File: config.mk
export PLATFORM = sky130hd
export DESIGN_NAME = reconf_fir_tdm_flat
export DESIGN_NICKNAME = d
export VERILOG_FILES = /design/src/rtl/reconf_fir_tdm_if.sv /design/src/rtl/reconf_fir_tdm.sv /design/src/flat_wrapper.sv
export SDC_FILE = /design/constraint.sdc
export NUM_CORES = 2
export LEC_CHECK = 0
export ABC_CLOCK_PERIOD_IN_PS = 11300
export CAP_MARGIN = 40
export CORE_UTILIZATION = 45
export DETAILED_ROUTE_END_ITERATION = 8
export DONT_BUFFER_PORTS = 1
export HOLD_SLACK_MARGIN = 0.03
export MAX_ROUTING_LAYER = met4
export PLACE_DENSITY_LB_ADDON = 0.25
export SLEW_MARGIN = 25
export SYNTH_ARGS = -nofsm -noshare
export SYNTH_HDL_FRONTEND = slang
export SYNTH_SLANG_ARGS = --single-unit
File: constraint.sdc
create_clock -name iClk_12M -period 11.3 [get_ports iClk_12M]
set_input_delay 1.695 -clock iClk_12M [delete_from_list [all_inputs] [get_ports iClk_12M]]
set_output_delay 1.695 -clock iClk_12M [all_outputs]
set_load 0.03 [all_outputs]
File: src/rtl/reconf_fir_tdm_if.sv
// reconf_fir_tdm_if: sample, coefficient-port and result signals of the
// time-multiplexed FIR, grouped so the filter and its driver share one bundle.
//   master : sample strobe/data, coefficient RAM port, commit request,
//            tap count and overrun clear out; results and readback in
//   slave  : the filter side (mirror of master)
// Signal names follow the surrounding FIR datapath so existing hookups carry over.
interface reconf_fir_tdm_if #(
    parameter int unsigned DATA_W  = 3,
    parameter int unsigned COEFF_W = 16,
    parameter int unsigned ADDR_W  = 6,
    parameter int unsigned OUT_W   = 16
);
    logic                      iEnSample_300k;
    logic signed [DATA_W-1:0]  iFirIn;
    logic                      iCsnRam;
    logic                      iWrnRam;
    logic [ADDR_W-1:0]         iAddrRam;
    logic [COEFF_W-1:0]        iWrDtRam;
    logic [COEFF_W-1:0]        oRdDtRam;
    logic                      iCoeffiUpdateFlag;
    logic [ADDR_W-1:0]         iNumOfCoeff;
    logic                      iClrOverrun;
    logic signed [OUT_W-1:0]   oFirOut;
    logic                      oFirValid;
    logic                      oBusy;
    logic                      oOverrun;

    modport master (
        output iEnSample_300k, iFirIn, iCsnRam, iWrnRam, iAddrRam, iWrDtRam,
               iCoeffiUpdateFlag, iNumOfCoeff, iClrOverrun,
        input  oRdDtRam, oFirOut, oFirValid, oBusy, oOverrun
    );

    modport slave (
        input  iEnSample_300k, iFirIn, iCsnRam, iWrnRam, iAddrRam, iWrDtRam,
               iCoeffiUpdateFlag, iNumOfCoeff, iClrOverrun,
        output oRdDtRam, oFirOut, oFirValid, oBusy, oOverrun
    );
endinterface

File: src/rtl/reconf_fir_tdm.sv
// reconf_fir_tdm: transposed-form FIR with a single multiplier and adder,
// evaluating one tap per clock after each sample strobe. Coefficients are
// written to a shadow bank through an SRAM-style port and copied atomically
// into the active bank on commit, together with the runtime tap count.
// Ports:
//   iClk_12M : clock
//   iRsn     : asynchronous active-low reset
//   bus      : reconf_fir_tdm_if.slave (sample in, coefficient port,
//              commit/tap count, result, busy, overrun)
// Optional feature: define FIR_SAT_EN to saturate the output to OUT_W
// instead of wrapping by truncation.
module reconf_fir_tdm #(
    parameter int unsigned DATA_W    = 3,
    parameter int unsigned COEFF_W   = 16,
    parameter int unsigned MAX_TAPS  = 33,
    parameter int unsigned ADDR_W    = 6,
    parameter int unsigned OUT_W     = 16,
    parameter int unsigned OUT_SHIFT = 0
) (
    input  logic                iClk_12M,
    input  logic                iRsn,
    reconf_fir_tdm_if.slave     bus
);
    localparam int unsigned ACC_W = DATA_W + COEFF_W + $clog2(MAX_TAPS);
    localparam int unsigned IDX_W = $clog2(MAX_TAPS);
    localparam int unsigned CNT_W = $clog2(MAX_TAPS + 1);

`ifdef FIR_SAT_EN
    localparam logic signed [ACC_W-1:0] SAT_HI = ACC_W'((64'sd1 <<< (OUT_W - 1)) - 64'sd1);
    localparam logic signed [ACC_W-1:0] SAT_LO = ~SAT_HI;
`endif

    typedef enum logic [1:0] {
        S_IDLE,
        S_COMPUTE,
        S_COMMIT
    } state_e;

    state_e                     state_q, state_d;
    logic [IDX_W-1:0]           k_q, k_d;
    logic [CNT_W-1:0]           n_q, n_d;
    logic signed [DATA_W-1:0]   x_q, x_d;
    logic signed [ACC_W-1:0]    y_q, y_d;
    logic                       pend_q, pend_d;
    logic                       ovr_q, ovr_d;
    logic signed [OUT_W-1:0]    fir_out_q, fir_out_d;
    logic                       valid_q, valid_d;
    logic                       busy_q, busy_d;
    logic [COEFF_W-1:0]         rd_q;

    logic signed [COEFF_W-1:0]  shadow_q [MAX_TAPS];
    logic signed [COEFF_W-1:0]  active_q [MAX_TAPS];
    // Element 0 is never written: tap 0 lands in y instead.
    logic signed [ACC_W-1:0]    s_q      [MAX_TAPS];

    logic                       s_we_c;
    logic                       commit_c;
    logic                       drop_c;
    logic [CNT_W-1:0]           kp1_c;
    logic                       has_s_c;
    logic [IDX_W-1:0]           s_idx_c;
    logic signed [ACC_W-1:0]    s_in_c;
    logic signed [ACC_W-1:0]    coef_c;
    logic signed [ACC_W-1:0]    xext_c;
    logic signed [ACC_W-1:0]    tap_c;
    logic signed [ACC_W-1:0]    acc_fin_c;
    logic signed [ACC_W-1:0]    shifted_c;
    logic signed [OUT_W-1:0]    red_c;
    logic [CNT_W-1:0]           n_clamp_c;
    logic                       addr_ok_c;
    logic [IDX_W-1:0]           addr_idx_c;

    // Single tap: active[k]*x plus the older partial sum one stage up.
    always_comb begin
        kp1_c   = CNT_W'(k_q) + CNT_W'(1);
        has_s_c = (kp1_c < n_q);
        s_idx_c = has_s_c ? IDX_W'(kp1_c) : '0;
        s_in_c  = has_s_c ? s_q[s_idx_c] : '0;
        coef_c  = ACC_W'(active_q[k_q]);
        xext_c  = ACC_W'(x_q);
        tap_c   = coef_c * xext_c + s_in_c;
    end

    // With a single tap the result is still in flight, so bypass y_q.
    always_comb begin
        acc_fin_c = (k_q == '0) ? tap_c : y_q;
        shifted_c = acc_fin_c >>> OUT_SHIFT;
`ifdef FIR_SAT_EN
        if (shifted_c > SAT_HI) begin
            red_c = OUT_W'(SAT_HI);
        end else if (shifted_c < SAT_LO) begin
            red_c = OUT_W'(SAT_LO);
        end else begin
            red_c = OUT_W'(shifted_c);
        end
`else
        red_c = OUT_W'(shifted_c);
`endif
    end

    // Tap count clamp to 1..MAX_TAPS.
    always_comb begin
        if (bus.iNumOfCoeff == '0) begin
            n_clamp_c = CNT_W'(1);
        end else if (32'(bus.iNumOfCoeff) > MAX_TAPS) begin
            n_clamp_c = CNT_W'(MAX_TAPS);
        end else begin
            n_clamp_c = CNT_W'(bus.iNumOfCoeff);
        end
        addr_ok_c  = (32'(bus.iAddrRam) < MAX_TAPS);
        addr_idx_c = IDX_W'(bus.iAddrRam);
    end

    // Next-state and control.
    always_comb begin
        state_d   = state_q;
        k_d       = k_q;
        n_d       = n_q;
        x_d       = x_q;
        y_d       = y_q;
        pend_d    = pend_q | bus.iCoeffiUpdateFlag;
        ovr_d     = bus.iClrOverrun ? 1'b0 : ovr_q;
        fir_out_d = fir_out_q;
        valid_d   = 1'b0;
        s_we_c    = 1'b0;
        commit_c  = 1'b0;
        drop_c    = 1'b0;

        unique case (state_q)
            S_IDLE: begin
                // Strobe wins over a pending commit; the commit waits.
                if (bus.iEnSample_300k) begin
                    x_d     = bus.iFirIn;
                    k_d     = '0;
                    state_d = S_COMPUTE;
                end else if (pend_q) begin
                    state_d = S_COMMIT;
                end
            end
            S_COMPUTE: begin
                drop_c = bus.iEnSample_300k;
                if (k_q == '0) begin
                    y_d = tap_c;
                end else begin
                    s_we_c = 1'b1;
                end
                if (kp1_c == n_q) begin
                    fir_out_d = red_c;
                    valid_d   = 1'b1;
                    state_d   = S_IDLE;
                end else begin
                    k_d = k_q + IDX_W'(1);
                end
            end
            S_COMMIT: begin
                // A sample landing on the one-cycle commit has nowhere to go.
                drop_c   = bus.iEnSample_300k;
                commit_c = 1'b1;
                n_d      = n_clamp_c;
                pend_d   = bus.iCoeffiUpdateFlag;
                state_d  = S_IDLE;
            end
            default: begin
                state_d = S_IDLE;
            end
        endcase

        if (drop_c) begin
            ovr_d = 1'b1;
        end
        busy_d = (state_d == S_COMPUTE);
    end

    // State, datapath, coefficient banks and partial sums.
    always_ff @(posedge iClk_12M or negedge iRsn) begin
        if (!iRsn) begin
            state_q   <= S_IDLE;
            k_q       <= '0;
            n_q       <= CNT_W'(1);
            x_q       <= '0;
            y_q       <= '0;
            pend_q    <= 1'b0;
            ovr_q     <= 1'b0;
            fir_out_q <= '0;
            valid_q   <= 1'b0;
            busy_q    <= 1'b0;
            rd_q      <= '0;
            for (int i = 0; i < int'(MAX_TAPS); i++) begin
                shadow_q[i] <= '0;
                active_q[i] <= '0;
                s_q[i]      <= '0;
            end
        end else begin
            state_q   <= state_d;
            k_q       <= k_d;
            n_q       <= n_d;
            x_q       <= x_d;
            y_q       <= y_d;
            pend_q    <= pend_d;
            ovr_q     <= ovr_d;
            fir_out_q <= fir_out_d;
            valid_q   <= valid_d;
            busy_q    <= busy_d;

            if (!bus.iCsnRam && !bus.iWrnRam && addr_ok_c) begin
                shadow_q[addr_idx_c] <= bus.iWrDtRam;
            end
            if (!bus.iCsnRam && bus.iWrnRam) begin
                rd_q <= addr_ok_c ? shadow_q[addr_idx_c] : '0;
            end

            if (s_we_c) begin
                s_q[k_q] <= tap_c;
            end
            // Commit copies the pre-edge shadow, so a same-cycle write is not taken.
            if (commit_c) begin
                for (int i = 0; i < int'(MAX_TAPS); i++) begin
                    active_q[i] <= shadow_q[i];
                    s_q[i]      <= '0;
                end
            end
        end
    end

    assign bus.oRdDtRam  = rd_q;
    assign bus.oFirOut   = fir_out_q;
    assign bus.oFirValid = valid_q;
    assign bus.oBusy     = busy_q;
    assign bus.oOverrun  = ovr_q;

endmodule

File: src/flat_wrapper.sv
// flat-port wrapper written by rule: the top's interface ports become plain ports
module reconf_fir_tdm_flat 
#(
    parameter int unsigned DATA_W    = 3,
    parameter int unsigned COEFF_W   = 16,
    parameter int unsigned MAX_TAPS  = 33,
    parameter int unsigned ADDR_W    = 6,
    parameter int unsigned OUT_W     = 16,
    parameter int unsigned OUT_SHIFT = 0
)
  (iClk_12M, iRsn, bus_iEnSample_300k, bus_iFirIn, bus_iCsnRam, bus_iWrnRam, bus_iAddrRam, bus_iWrDtRam, bus_iCoeffiUpdateFlag, bus_iNumOfCoeff, bus_iClrOverrun, bus_oRdDtRam, bus_oFirOut, bus_oFirValid, bus_oBusy, bus_oOverrun);
  reconf_fir_tdm_if #(.DATA_W(DATA_W), .COEFF_W(COEFF_W), .ADDR_W(ADDR_W), .OUT_W(OUT_W)) bus_i ();
  input  logic iClk_12M;
  input  logic iRsn;
  input wire logic [$bits(bus_i.iEnSample_300k)-1:0] bus_iEnSample_300k;
  input wire logic [$bits(bus_i.iFirIn)-1:0] bus_iFirIn;
  input wire logic [$bits(bus_i.iCsnRam)-1:0] bus_iCsnRam;
  input wire logic [$bits(bus_i.iWrnRam)-1:0] bus_iWrnRam;
  input wire logic [$bits(bus_i.iAddrRam)-1:0] bus_iAddrRam;
  input wire logic [$bits(bus_i.iWrDtRam)-1:0] bus_iWrDtRam;
  input wire logic [$bits(bus_i.iCoeffiUpdateFlag)-1:0] bus_iCoeffiUpdateFlag;
  input wire logic [$bits(bus_i.iNumOfCoeff)-1:0] bus_iNumOfCoeff;
  input wire logic [$bits(bus_i.iClrOverrun)-1:0] bus_iClrOverrun;
  output wire logic [$bits(bus_i.oRdDtRam)-1:0] bus_oRdDtRam;
  output wire logic [$bits(bus_i.oFirOut)-1:0] bus_oFirOut;
  output wire logic [$bits(bus_i.oFirValid)-1:0] bus_oFirValid;
  output wire logic [$bits(bus_i.oBusy)-1:0] bus_oBusy;
  output wire logic [$bits(bus_i.oOverrun)-1:0] bus_oOverrun;
  assign bus_i.iEnSample_300k = bus_iEnSample_300k;
  assign bus_i.iFirIn = bus_iFirIn;
  assign bus_i.iCsnRam = bus_iCsnRam;
  assign bus_i.iWrnRam = bus_iWrnRam;
  assign bus_i.iAddrRam = bus_iAddrRam;
  assign bus_i.iWrDtRam = bus_iWrDtRam;
  assign bus_i.iCoeffiUpdateFlag = bus_iCoeffiUpdateFlag;
  assign bus_i.iNumOfCoeff = bus_iNumOfCoeff;
  assign bus_i.iClrOverrun = bus_iClrOverrun;
  assign bus_oRdDtRam = bus_i.oRdDtRam;
  assign bus_oFirOut = bus_i.oFirOut;
  assign bus_oFirValid = bus_i.oFirValid;
  assign bus_oBusy = bus_i.oBusy;
  assign bus_oOverrun = bus_i.oOverrun;
  reconf_fir_tdm #(.DATA_W(DATA_W), .COEFF_W(COEFF_W), .MAX_TAPS(MAX_TAPS), .ADDR_W(ADDR_W), .OUT_W(OUT_W), .OUT_SHIFT(OUT_SHIFT)) u_core (.iClk_12M(iClk_12M), .iRsn(iRsn), .bus(bus_i));
endmodule
# Word level (Yosys, flattened, before mapping)
# Index checks and enable logic that the tools add are counted.
# totals
register_bits,1950
out_inout_bits,35
# op_classes
n_addsub,2
n_mul,1
magnitude_cmp,8
eq_ne,6
n_mux,39
bitwise_logic,4
n_reduce_logical,17
# op_table
operator,count
$mux W825,2
$bwmux W825,1
$bwmux W528,1
$bmux W16 S6,2
$bmux W25 S6,1
$demux W25 S6,1
$mux W16,7
$mux W25,4
$demux W16 S6,1
$mux W6,5
$add A19 B25 Y25,1
$ge A7 B7 Y1 const B,3
$not A6 Y7,3
$mul A16 B3 Y19,1
$lt A7 B1 Y1 const B,2
$logic_not A6 Y1,2
$pmux W6 S2,1
$mux W1,9
$add A6 B1 Y6 const B,1
$eq A6 B6 Y1,1
$gt A6 B6 Y1 const B,1
$lt A6 B6 Y1,1
$lt A6 B6 Y1 const B,1
$mux W2,3
12 further kinds,22

# Longest topological paths before layout
# logic_depth
word_depth,12
mapped_depth,41

# Worst setup path before layout
# No wires, ideal clock.
# synth_timing
path_kind,register to register
startpoint,reg u_core.k_q[0]
endpoint,reg u_core.s_q[464] in the netlist's numbering
arrival_time_ns,8.343
path_slack_ns,2.814
stages_incl_launch_ff,41
synth_period_minus_slack_ns,8.486
path_cell_list,dfrtp_1 > buf_4 > buf_2 > inv_1 > buf_6 > buf_2 > clkbuf_1 > clkbuf_1 > ha_1 > ha_1 > nor2b_1 > o21bai_1 > and4_1 > buf_2 > clkbuf_1 > buf_1 > nand2_1 > nand3_1 > [5 not listed] > fa_1 > fa_1 > inv_1 > ha_1 > inv_1 > fa_1 > nor2b_1 > o21ai_0 > a21boi_1 > o21ai_0 > nand2b_1 > a21o_1 > a21o_1 > a311oi_1 > a21oi_1 > xnor2_1 > clkbuf_1 > a211oi_1
# synth_via
elab_chain_len,12
# synth_lines
item,line,source
"start, declared",reconf_fir_tdm.sv:40,"logic [IDX_W-1:0] k_q, k_d;"
"start signal, assigned",reconf_fir_tdm.sv:195,k_q <= k_d;
branches (longest 12 deep; another with $add A19 B25 Y25),-,
"end signal, assigned by index",reconf_fir_tdm.sv:213,s_q[k_q] <= tap_c;
"end, declared",reconf_fir_tdm.sv:54,logic signed [ACC_W-1:0] s_q [MAX_TAPS];
# Parallel ways; which one is timed is not known. The select of a mux whose other input is x is not followed.
# A chain may end at the register's enable or synchronous reset.

# Final worst setup path
# layout_timing
startpoint,reg u_core.k_q[0]
endpoint,reg u_core.s_q[390] in the netlist's numbering
# Same word-level chain as after synthesis.

==> results.json <==
{
  "avgSynthCellArea_um2": 11.3,
  "slowest_delay_ns": 0.73,
  "setup_viol": 0,
  "syn2layout_area_growth_pct": 12.3,
  "reg2reg_depth": 31,
  "r2r-start": "u_core.k_q[0]",
  "grt_setup_unrepaired": "no",
  "drt-initial-drc-count": 6831,
  "synth_largest_area_cell": "dfrtp_1",
  "crit_family": "compound AO/OA/AOI/OAI gates",
  "total_leakage_power_nw": 38.1,
  "synth_enable_flop_cells": 0,
  "die_x_um": 413,
  "crit_start": "u_core.k_q[0]",
  "gp_congestion": 0.940,
  "path_max_fanout": 35,
  "yosys-top-cells-area": "dfrtp_1 (55%), mux2_2 (16%), nand2_1 (4.9%), a22oi_1 (3.6%), a21oi_1 (2.9%)",
  "power_density_nw_per_um2": 316,
  "grt_overflow": 0,
  "coreArea_um2": 167000,
  "drt-total-wl_um": 252000,
  "start_util_pct": 45.4,
  "ant_nets": 0,
  "worst-r2r-setup-slack_ns": 1.50,
  "skew_ns": 0.0556,
  "first_global_vias": 54656,
  "drc": 0,
  "whs_endpoint": "u_core.s_q[763]",
  "wl_per_cell_um": 28.4,
  "cap_viol_max_count": 0,
  "final_layout_size_suffix_gt1_share_pct": 26.2,
  "crit_slowest_cell": "dfrtp_4",
  "timing.final.crit_share_pct": 86.7,
  "hold_violations": 0,
  "synth_nets": 6805,
  "worst_pin_slew_ns": 1.08,
  "hold_buffers": 0,
  "cts_resized": 0,
  "grt.total_usage_pct": 30.4,
  "min_path_type": "flop to flop",
  "cts_sinks": 1653,
  "clkTransAtPathRegs_ns": 0.06,
  "ys_warn_count": 0,
  "synthDistinctLibCells": 80,
  "critical_path_arrival_ns": 10.48,
  "async_reset_ff_share_pct": 100,
  "rows": 150,
  "ys_ff_latch": 1653,
  "cts_made_buffers": 174,
  "ir_drop_mv": 1.06,
  "root_buffer": "clkbuf_16",
  "yosysSeqAreaShare_pct": 54.5,
  "critPathBufInv": 5,
  "die_y_um": 413,
  "grt_pass1_wl_um": 375000,
  "yosys.cell_count.top_type": "dfrtp_1",
  "fmax_ghz": 0.102,
  "tns_ns": 0,
  "first_pass_iters": 6,
  "portBuffers": 0,
  "critPathCaptureType": "flop",
  "outcome": "complete, no violations",
  "cts_buffer_depth": 3,
  "r2r-end": "u_core.s_q[390]",
  "syn_area_um2": 75800,
  "fin_nets": 6631,
  "critical_path_class": "flop to flop",
  "fin_crit_ns": 9.80,
  "clk_latency_ns": 0.84,
  "viasPerCell": 6.33,
  "antenna_found_initial": 8,
  "worst-path-stages": 31,
  "io-pin-count": 73,
  "cts_tree": "built",
  "dp_hpwl_um": 152000,
  "maxSlewViolCount": 0,
  "num_vias": 56167,
  "min_from": "u_core.s_q[763]",
  "grt_max_degree": 206,
  "postLayoutCoreUtil_pct": 50.9,
  "dieArea_um2": 170000,
  "finalPower_mw": 26.9,
  "crit_path_start_kind": "flop",
  "synthFlopType": "dfrtp_1",
  "cts_setup_buffers": 0,
  "worst_ep_required_time_ns": 11.99,
  "synthCells": 6699,
  "holdPathStages": 2,
  "synthTopCellsByCount": "dfrtp_1 (1652), mux2_2 (1071), nand2_1 (999), clkbuf_1 (479), a21oi_1 (435)",
  "h-tree-depth": 4,
  "timing.slew.headroom_pct": 27.8,
  "synth_top_area_share_pct": 54.5,
  "path_common_cell": "a211oi_1"
}
stage by stage:
stage	cell area, um^2	worst slack, ns	hold WS [ns]	std cells
floorplan	75800	2.81	0.442	6699
finish	85200	1.50	0.476	8876
global placement	78200	1.29	0.455	8497
detailed placement	79000	1.76	0.463	8541
CTS	84900	1.73	0.476	8857
global route	85200	1.16	0.507	8872
tightest hold or removal path, stage by stage (launching register included):
cell     delay [ns]
dfrtp_1        0.34
nand2_1        0.04
o21ai_0        0.06
cell usage in the layout, fill, tap and decap left out, types with 71 or more instances in the layout:
master     count
dfrtp_1     1648
mux2_2      1071
nand2_1      983
a21oi_1      433
a22oi_1      364
nor2_1       298
clkbuf_16    178
buf_4        141
a22o_1       137
a211oi_1     123
o21ai_0      115
a31oi_1      111
nand3_1      102
nand4_1       86
a221oi_1      71
and2_1        71
flip-flops by register name (all words and copies together), names as in the netlist:
name,count
u_core.active_q,528
u_core.s_q,528
u_core.shadow_q,528
u_core.bus.oFirOut,16
u_core.bus.oRdDtRam,16
u_core.y_q,16
u_core.k_q,6
u_core.n_q,6
u_core.x_q,3
u_core.state_q,2
u_core.bus.oBusy,1
u_core.bus.oFirValid,1
u_core.bus.oOverrun,1
u_core.pend_q,1
power by group:
part	internal [mW]	switching (mW)	leakage, nW
Clock	3.40	2.51	2.90
Combinational	3.73	9.60	12.6
Sequential	6.93	0.708	22.6
cell families (layout without fill, tap and decap cells):
group	Yosys count	after routing	synth area share, %
other	0	7	0
AO/OA/AOI/OAI	1498	1498	13.3
buffers and inverters	615	581	3.32
flip-flops	1653	1653	54.5
XOR/XNOR	22	22	0.274
adder cells (fa/ha/maj)	68	68	1.40
multiplexers	1143	1143	17.7
AND/OR/NAND/NOR	1700	1700	9.50
layout make-up:
| cell class | instances | area [um^2] |
|---|---|---|
| clock inverters | 48 | 628 |
| well taps | 2204 | 2760 |
| fillers | 14581 | 82000 |
| inverters | 52 | 198 |
| flip-flops and latches | 1653 | 41400 |
| multi-input cells | 4431 | 32400 |
| diodes | 7 | 17.5 |
| clock buffers | 268 | 5280 |
| repair buffers | 213 | 2520 |
worst max path at each step:
stage,slack [ns],endpoint
global route,1.16,u_core.s_q[365]
floorplan,2.81,u_core.s_q[464]
detailed placement,1.76,u_core.s_q[390]
CTS,1.73,u_core.s_q[390]
finish,1.50,u_core.s_q[390]
global placement,1.29,u_core.s_q[365]
metal layers:
layer / vias to the layer above / GRT usage, % / part of all wire [%]
li1: 23726 / - / -
met1: 29301 / 40.5 / 41
met2: 2611 / 46.7 / 47
met3: 529 / 5.06 / 7.8
met4: 0 / 11.3 / 4.0
met5: - / - / 0
Power figures use the tool's default switching activity.
